**config.mk**
```make
export PLATFORM = sky130hd
export DESIGN_NAME = if_fetch_queue
export DESIGN_NICKNAME = d
export VERILOG_FILES = /design/src/rtl/if_fetch_queue.sv
export SDC_FILE = /design/constraint.sdc
export NUM_CORES = 1
export LEC_CHECK = 0
export CORE_MARGIN = 1
export CORE_UTILIZATION = 30
export CTS_CLUSTER_DIAMETER = 40
export CTS_CLUSTER_SIZE = 16
export DETAILED_ROUTE_END_ITERATION = 16
export PLACE_DENSITY = 0.59
export SKIP_LAST_GASP = 1
export SYNTH_ARGS = -nofsm -noshare
export SYNTH_HDL_FRONTEND = slang
export SYNTH_SLANG_ARGS = --single-unit
```
**constraint.sdc**
```tcl
create_clock -name clk -period 9.3 [get_ports clk]
set_input_delay 1.395 -clock clk [delete_from_list [all_inputs] [get_ports clk]]
set_output_delay 1.395 -clock clk [all_outputs]
set_load 0.005 [all_outputs]
```
**src/rtl/if_fetch_queue.sv**
```systemverilog
// if_fetch_queue: instruction fetch stage sitting right after the PC register.
// Issues in-order imem requests at fetch_pc, keeps a DEPTH-slot queue of
// {pc, instr, filled} entries, and feeds the IF/ID registers.
// A flush discards all queued and in-flight fetches; responses for fetches
// that were already sent get dropped through kill_cnt.
// Optional build macro: FETCH_PERF_EN adds the perf_fetched / perf_killed
// counter outputs.
module if_fetch_queue #(
    parameter int          DEPTH = 2,
    parameter logic [31:0] NOP   = 32'h00000013
) (
    input  logic        clk,
    input  logic        rst,
    input  logic [31:0] fetch_pc,
    output logic        pc_hold,
    output logic        imem_req_valid,
    input  logic        imem_req_ready,
    output logic [31:0] imem_addr,
    input  logic        imem_rsp_valid,
    input  logic [31:0] imem_rsp_data,
    input  logic        flush,
    input  logic        stall,
    output logic [31:0] ID_pc,
    output logic [31:0] ID_instr,
    output logic        ID_valid
`ifdef FETCH_PERF_EN
    ,
    output logic [31:0] perf_fetched,
    output logic [31:0] perf_killed
`endif
);

    localparam int PW = $clog2(DEPTH);
    localparam int CW = PW + 1;
    // Kill counter has headroom for several back-to-back flushes against
    // a memory that keeps more requests in flight than the queue holds.
    localparam int KW = PW + 4;

    // Slot storage
    logic [31:0]      slot_pc_reg    [DEPTH];
    logic [31:0]      slot_instr_reg [DEPTH];
    logic [DEPTH-1:0] filled_reg;

    // Queue bookkeeping
    logic [PW-1:0] head_reg;
    logic [PW-1:0] tail_reg;
    logic [PW-1:0] fill_ptr_reg;
    logic [CW-1:0] alloc_cnt_reg;
    logic [CW-1:0] pend_cnt_reg;
    logic [KW-1:0] kill_cnt_reg;

    // One-hot slot selects
    logic [DEPTH-1:0] head_sel;
    logic [DEPTH-1:0] tail_sel;
    logic [DEPTH-1:0] fill_sel;

    logic accept;
    logic rsp_kill;
    logic rsp_live;
    logic head_filled;
    logic bypass;
    logic pop;

    for (genvar gi = 0; gi < DEPTH; gi++) begin : g_sel
        assign head_sel[gi] = (head_reg == PW'(gi));
        assign tail_sel[gi] = (tail_reg == PW'(gi));
        assign fill_sel[gi] = (fill_ptr_reg == PW'(gi));
    end

    // A request slot is granted only against credit that exists at the start
    // of the cycle; a same-cycle pop frees its slot for the next cycle.
    assign imem_req_valid = !flush && (alloc_cnt_reg < CW'(DEPTH));
    assign imem_addr      = fetch_pc;
    assign accept         = imem_req_valid && imem_req_ready;
    assign pc_hold        = !accept;

    assign rsp_kill = imem_rsp_valid && (kill_cnt_reg != '0);
    assign rsp_live = imem_rsp_valid && (kill_cnt_reg == '0);

    // Filled slots always form a contiguous run starting at head, so an
    // unfilled head is necessarily the slot the next live response fills.
    assign head_filled = (alloc_cnt_reg != '0) && filled_reg[head_reg];
    assign bypass      = (alloc_cnt_reg != '0) && !filled_reg[head_reg]
                         && rsp_live && (fill_ptr_reg == head_reg);
    assign pop         = !flush && !stall && (head_filled || bypass);

    // Slot contents: allocate at tail, fill at fill_ptr, release at head
    always_ff @(posedge clk or posedge rst) begin
        if (rst) begin
            for (int i = 0; i < DEPTH; i++) begin
                slot_pc_reg[i]    <= '0;
                slot_instr_reg[i] <= NOP;
            end
            filled_reg <= '0;
        end else if (flush) begin
            filled_reg <= '0;
        end else begin
            for (int i = 0; i < DEPTH; i++) begin
                if (accept && tail_sel[i]) begin
                    slot_pc_reg[i] <= fetch_pc;
                    filled_reg[i]  <= 1'b0;
                end
                if (rsp_live && fill_sel[i]) begin
                    slot_instr_reg[i] <= imem_rsp_data;
                    filled_reg[i]     <= 1'b1;
                end
                if (pop && head_sel[i]) begin
                    filled_reg[i] <= 1'b0;
                end
            end
        end
    end

    // Pointers, occupancy, in-flight and kill accounting
    always_ff @(posedge clk or posedge rst) begin
        if (rst) begin
            head_reg      <= '0;
            tail_reg      <= '0;
            fill_ptr_reg  <= '0;
            alloc_cnt_reg <= '0;
            pend_cnt_reg  <= '0;
            kill_cnt_reg  <= '0;
        end else if (flush) begin
            head_reg      <= '0;
            tail_reg      <= '0;
            fill_ptr_reg  <= '0;
            alloc_cnt_reg <= '0;
            pend_cnt_reg  <= '0;
            // Every still-unfilled slot has a response on its way that must
            // be discarded; a response landing now (live or already doomed)
            // consumes one of those debts immediately.
            kill_cnt_reg  <= kill_cnt_reg + KW'(pend_cnt_reg) - KW'(imem_rsp_valid);
        end else begin
            if (accept) begin
                tail_reg <= tail_reg + PW'(1);
            end
            if (rsp_live) begin
                fill_ptr_reg <= fill_ptr_reg + PW'(1);
            end
            if (pop) begin
                head_reg <= head_reg + PW'(1);
            end
            alloc_cnt_reg <= alloc_cnt_reg + CW'(accept) - CW'(pop);
            pend_cnt_reg  <= pend_cnt_reg + CW'(accept) - CW'(rsp_live);
            if (rsp_kill) begin
                kill_cnt_reg <= kill_cnt_reg - KW'(1);
            end
        end
    end

    // IF/ID pipeline registers: flush beats stall beats advance
    always_ff @(posedge clk or posedge rst) begin
        if (rst) begin
            ID_pc    <= '0;
            ID_instr <= NOP;
            ID_valid <= 1'b0;
        end else if (flush) begin
            ID_instr <= NOP;
            ID_valid <= 1'b0;
        end else if (stall) begin
            // decode is stalled: hold pc, instr and valid as they are
        end else if (head_filled || bypass) begin
            ID_pc    <= slot_pc_reg[head_reg];
            ID_instr <= head_filled ? slot_instr_reg[head_reg] : imem_rsp_data;
            ID_valid <= 1'b1;
        end else begin
            ID_instr <= NOP;
            ID_valid <= 1'b0;
        end
    end

`ifdef FETCH_PERF_EN
    logic [31:0] perf_fetched_reg;
    logic [31:0] perf_killed_reg;

    // Free-running event counters, wrapping naturally at 2^32
    always_ff @(posedge clk or posedge rst) begin
        if (rst) begin
            perf_fetched_reg <= '0;
            perf_killed_reg  <= '0;
        end else begin
            if (accept) begin
                perf_fetched_reg <= perf_fetched_reg + 32'd1;
            end
            if (rsp_kill) begin
                perf_killed_reg <= perf_killed_reg + 32'd1;
            end
        end
    end

    assign perf_fetched = perf_fetched_reg;
    assign perf_killed  = perf_killed_reg;
`endif

    // A live response with nothing waiting for it means memory broke the
    // one-response-per-accepted-request contract.
    a_no_orphan_rsp: assert property (@(posedge clk) disable iff (rst)
        !(rsp_live && (pend_cnt_reg == '0)));

endmodule

```
==> results.cfg <==
[outcome]
outcome = completed

[floorplan]
dieArea_um2 = 32500
start_util = 0.308
rows = 64
fp.dieH_um = 180
io_pins = 169
core_area_um2 = 30900
die_w_um = 180

[power_and_ir_drop]
combPwrFrac = 0.207
p_sw_frac = 0.254
irDropWorstVdd_mv = 0.150
seqPwrFrac = 0.399
intPower_mw = 2.28
pwr-share-clk = 0.395
power_switching_uw = 776
power_leakage_nw = 5.41
power.density_nw_per_um2 = 245

[final_layout]
fin_nets = 930
fin_util = 0.403
nFillCells = 2910
drive_gt1_frac = 0.325
areaGrowthSynthToFinish_pct = 30.9
diodes = 0

[grt]
antenna_found_initial = 1
grtUsageMet1 = 0.179
grt.total_usage = 0.133
grt_overflow = 0
grt_pass1_vias = 6280
grt_use_met2 = 0.205
grt_pass1_wl_mm = 34.4
grt-busiest-layer = met2
grt_max_degree = 148
gr-usage-met3 = 0.0410

[timing]
max_slew.worst_pin.slew_ps = 1010
max_freq_mhz = 229
hold_viol = 0
slew_headroom = 0.324
setup_slack_ps = 4940
rsz0062_at_grt = false
finalCritPeriodShare = 0.469
fin_tns_setup_ps = 0
slew_viol_final = 0
setup_viol = 0
holdWs_ps = 472
fin_skew_ps = 20.5
period_minus_slack_ps = 4360

[logic_synthesis]
synthTopCellsByArea = dfrtp_1 52%, mux2_2 23%, mux2i_1 3.7%
post_synth_num_cell_types = 43
yosysTopAreaCellShare = 0.520
syn-num-nets = 786
syn_area_um2 = 9530
avgSynthCellArea_um2 = 13.6
yosysWarningCount = 0
synth_enable_flop_cells = 0
synth_top_area_cell = dfrtp_1
syn_inst = 701
ys_ff_latch = 207
ys.flop_type = dfrtp_1
async_reset_ff_frac = 1.00
yosysSeqAreaShare = 0.545

[setup_path]
cp.required_ps = 7910
cp-start-kind = input port
criticalPathCategory = in2out
cp_max_fo = 23
crit_path_end_kind = primary output
worstPathArrival_ps = 2960

[cts]
clkSinkCount = 207
clk_latency_ps = 490
cts_buffers = 34
clk_pin_slew_ps = 50
cts_resized = 0
cts_tree = built
cts_buffer_depth = 3
hold_buffers = 0
post_cts_buffers = 0
cts_htree_levels = 2
root_buffer = clkbuf_16

[routing]
dr.pass1.iters = 4
drc = 0
wl_mm = 21.3
postRouteAntennaNets = 0
wl_per_cell_um = 16.8
routed_via_density = 4.66
drtIter0Drc = 199
vias = 5884

[place]
gp_congestion = 0.727
dp_slack_ps = 4830
dp.final_hpwl_mm = 12.9
io_buffers = 168

[min_path]
hold_class = reg2reg

[flow_run]
maxCapViolCount = 0
==> logic make-up after synthesis <==
group,count (synthesis),synth area share
xor gates and xnor gates,11,0.0101
adders and majority gates,15,0.0205
muxes,259,0.303
buffers and inverters,85,0.0529
AOI/OAI and AO/OA,47,0.0282
and+or+nand+nor,77,0.0405
DFF,207,0.545
==> power groups by stage <==
stage / clock (mW) / combinational (mW) / sequential, mW
floorplan: 0 / 0.426 / 1.20
global placement: 0 / 0.629 / 1.23
detailed placement: 0 / 0.637 / 1.23
CTS: 1.24 / 0.643 / 1.22
global route: 1.28 / 0.701 / 1.25
finish: 1.20 / 0.631 / 1.22
==> worst max-delay path, cell delays in order <==
cell and delay (ps):
clkdlybuf4s50_1 390, buf_4 210, or3b_1 470, clkdlybuf4s50_1 490
==> metal layers <==
| metal | part of all wire | vias up |
|---|---|---|
| met5 | 0.00080 | - |
| met2 | 0.44 | 166 |
| li1 | - | 2729 |
| met1 | 0.48 | 2950 |
| met4 | 0.019 | 2 |
| met3 | 0.066 | 37 |
==> synth_stat cells (12+ instances only) <==
master and n:
mux2i_1 35, inv_1 16, dfrtp_1 198, buf_2 14, o21ai_0 19, o21ai_1 13
ha_1 14, nor2_1 12, nand2_1 36, mux2_1 29, clkbuf_1 13, mux2_2 194
buf_4 38
==> area by class of cell <==
cell class	count	area (µm²)	area share
sequential	207	5190	0.417
multi-input combinational	409	3850	0.309
timing repair buffer	176	1740	0.140
clock buffer	42	975	0.0782
tap	396	495	0.0398
clock inverter	17	138	0.0110
inverter	17	73.8	0.00592
==> final timing paths <==
check                                             from                         end  slack (ps)  cells past startpoint
max                                              flush                     pc_hold        4940                      4
min                           ID_instr[20]$_DFFE_PP0P_    ID_instr[20]$_DFFE_PP0P_         470                      2
max reg2reg                kill_cnt_reg[3]$_DFFE_PP0P_  alloc_cnt_reg[1]$_DFF_PP0_        6190                     13
min reg2reg                   ID_instr[20]$_DFFE_PP0P_    ID_instr[20]$_DFFE_PP0P_         470                      2
max in group asynchronous                          rst        head_reg$_DFFE_PP0P_        6270                      3
min in group asynchronous                          rst        ID_pc[9]$_DFFE_PP0N_        1550                      2
==> through the flow <==
stage                     cells  power, mW  area (µm²)
after floorplan             701       1.63        9530
final                      1264       3.05       12500
after CTS                  1264       3.10       12500
after global routing       1264       3.22       12500
after detailed placement   1205       1.87       11400
after global placement     1205       1.85       11400
==> layout by cell type (no fill, tap or decap), types with 12 or more instances in the layout <==
cell / n
clkbuf_16: 37
clkdlybuf4s50_1: 168
dfrtp_1: 197
ha_1: 14
inv_1: 15
mux2_1: 29
mux2_2: 194
mux2i_1: 35
nand2_1: 36
nor2_1: 12
o21ai_0: 19
o21ai_1: 13
No activity file was read; power rests on OpenSTA's default activity.
==> variant (same settings) <==
Build with the macro `FETCH_PERF_EN` defined.
--- a/src/rtl/if_fetch_queue.sv
+++ b/src/rtl/if_fetch_queue.sv
@@ -7,2 +7,4 @@
 // counter outputs.
+`define FETCH_PERF_EN
+
 module if_fetch_queue #(
Formal check against the unedited RTL (old outputs only; new: perf_fetched and perf_killed): equivalent (equiv_simple and equiv_induct, registers matched by name and starting in step).
==> variant against the original RTL <==
Area after synthesis is 30% higher. Non-clock buffer count is 70 higher. Total power is 39% higher. Utilization is 1.1 points higher. Maximum frequency is 2.1% lower. Clock power is 61% higher. Largest cell class unchanged. Sequential power is 29% higher. Sequential share of layout area is 1.4 points lower. Routed wire length is 41% higher. Setup slack worse by 0.096 ns. Sequential cell count is 64 higher. Cell area is 36% higher. Highest routed layer unchanged.
==> variant: results (changes against the original RTL) <==
- Result of the run: finished clean
- Count of input and output buffers: 232 (+38%)
- Sequential logic power: 0.00157 W (+29%)
- Top cells by area, synth: sky130_fd_sc_hd__dfrtp_1, sky130_fd_sc_hd__mux2_2, sky130_fd_sc_hd__xnor2_1
- Worst clock skew: 0.0144 ns (-0.00606 ns)
- Final weighted congestion of routability-driven global placement: 0.734 (+0.94%)
- Yosys warning count: 0 (unchanged)
- Setup WS pre-CTS: 4.51 ns (-0.321 ns)
- Via count normalized by instance count: 4.71 (+1.2%)
- Detail Placement HPWL: 18600 um (+45%)
- Mux share of post-synthesis cell area: 0.203 (-0.0995)
- Post-Syn Nets: 1085 (+38%)
- End of the worst hold path: perf_fetched[31]
- Antenna violations before repair: 2 (+1)
- Worst-Skew Late Latency: 0.57 ns (+0.08 ns)
- Area fraction in compound gates after synthesis: 0.0335 (+0.00524)
- Count of nets after finishing: 1301 (+40%)
- Synth cell types: 51 (+19%)
- CP max stage delay: 0.54 ns (+0.05 ns)
- Placed instance area: 0.0151 mm2 (+33%)
- Leakage: 7.24 nW (+34%)
- Global-route wire length before repair: 48500 um (+41%)
- Hold path depth: 1 (-1)
- Share of total power in combinational logic: 0.173 (-0.034)
- Routing usage on met2: 0.229 (+0.0239)
- Number of instances in the synthesized netlist: 998 (+42%)
- Sequential Power Share: 0.370 (-0.029)
- Worst supply voltage drop on vdd: 0.000124 V (-17%)
- Reg2reg path depth: 11 (-2)
- CTS buffer count: 51 (+50%)
- Tot GR Track Use: 0.146 (+0.0137)
- Met3 Resource Use GR: 0.0328 (-0.00826)
- Origin of the worst min-delay path: perf_fetched[31]
- Met1 track utilization from global routing: 0.192 (+0.0134)
- Fraction of layout instances using a drive strength above 1: 0.264 (-0.0613)
- Pin count of the biggest net entering global routing: 117 (-21%)
- Met2 wire length: 14200 um (+53%)
- Cell Int Power: 0.00315 W (+38%)
- Worst reg2reg path startpoint: head_reg
- Number of global-route vias before repair: 8739 (+39%)
- Relative slew slack: 0.204 (-0.120)
- WL per Instance: 16.8 um (about the same)
- Hold_ws: 0.465 ns (-0.00749 ns)
- Number of placed cells counting well taps: 1693 (+40%)
- Most common library cells after synthesis: sky130_fd_sc_hd__dfrtp_1, sky130_fd_sc_hd__mux2_2, sky130_fd_sc_hd__nand2_1
- Sequential share of the synthesized area: 0.549 (+0.00412)
- Crit path DAT: 3.06 ns (+0.10 ns)
- Count of routing violations after the opening detailed-route iteration: 227 (+14%)
- Detail Route met3 WL: 1480 um (+5.0%)
## variant: final cells by class
class | instances | area (um2)
Fill cell | 3894 | 23800
Sequential cell | 271 | 6800
Multi-Input combinational cell | 619 | 5070
Timing Repair Buffer | 246 | 2430
Clock buffer | 66 | 1420
Tap cell | 532 | 666
Clock inverter | 29 | 408
Inverter | 25 | 101
Antenna cell | 1 | 2.50
## variant: worst max path at each step
| stage | start | endpoint | slack, ns | depth (start not counted) |
|---|---|---|---|---|
| finish | flush | pc_hold | 4.85 | 5 |
| global route | flush | pc_hold | 4.75 | 5 |
| CTS | flush | pc_hold | 4.84 | 5 |
| detailed placement | imem_rsp_valid | alloc_cnt_reg[1] | 4.51 | 11 |
| global placement | imem_rsp_valid | alloc_cnt_reg[1] | 4.56 | 11 |
| floorplan | rst | ID_instr[10] | 0.45 | 1 |
## variant: critical path, delay by kind of cell
kind / cells / cell delay, ns
and+or+nand+nor: 1 / 0.12
buffers and inverters: 4 / 1.53
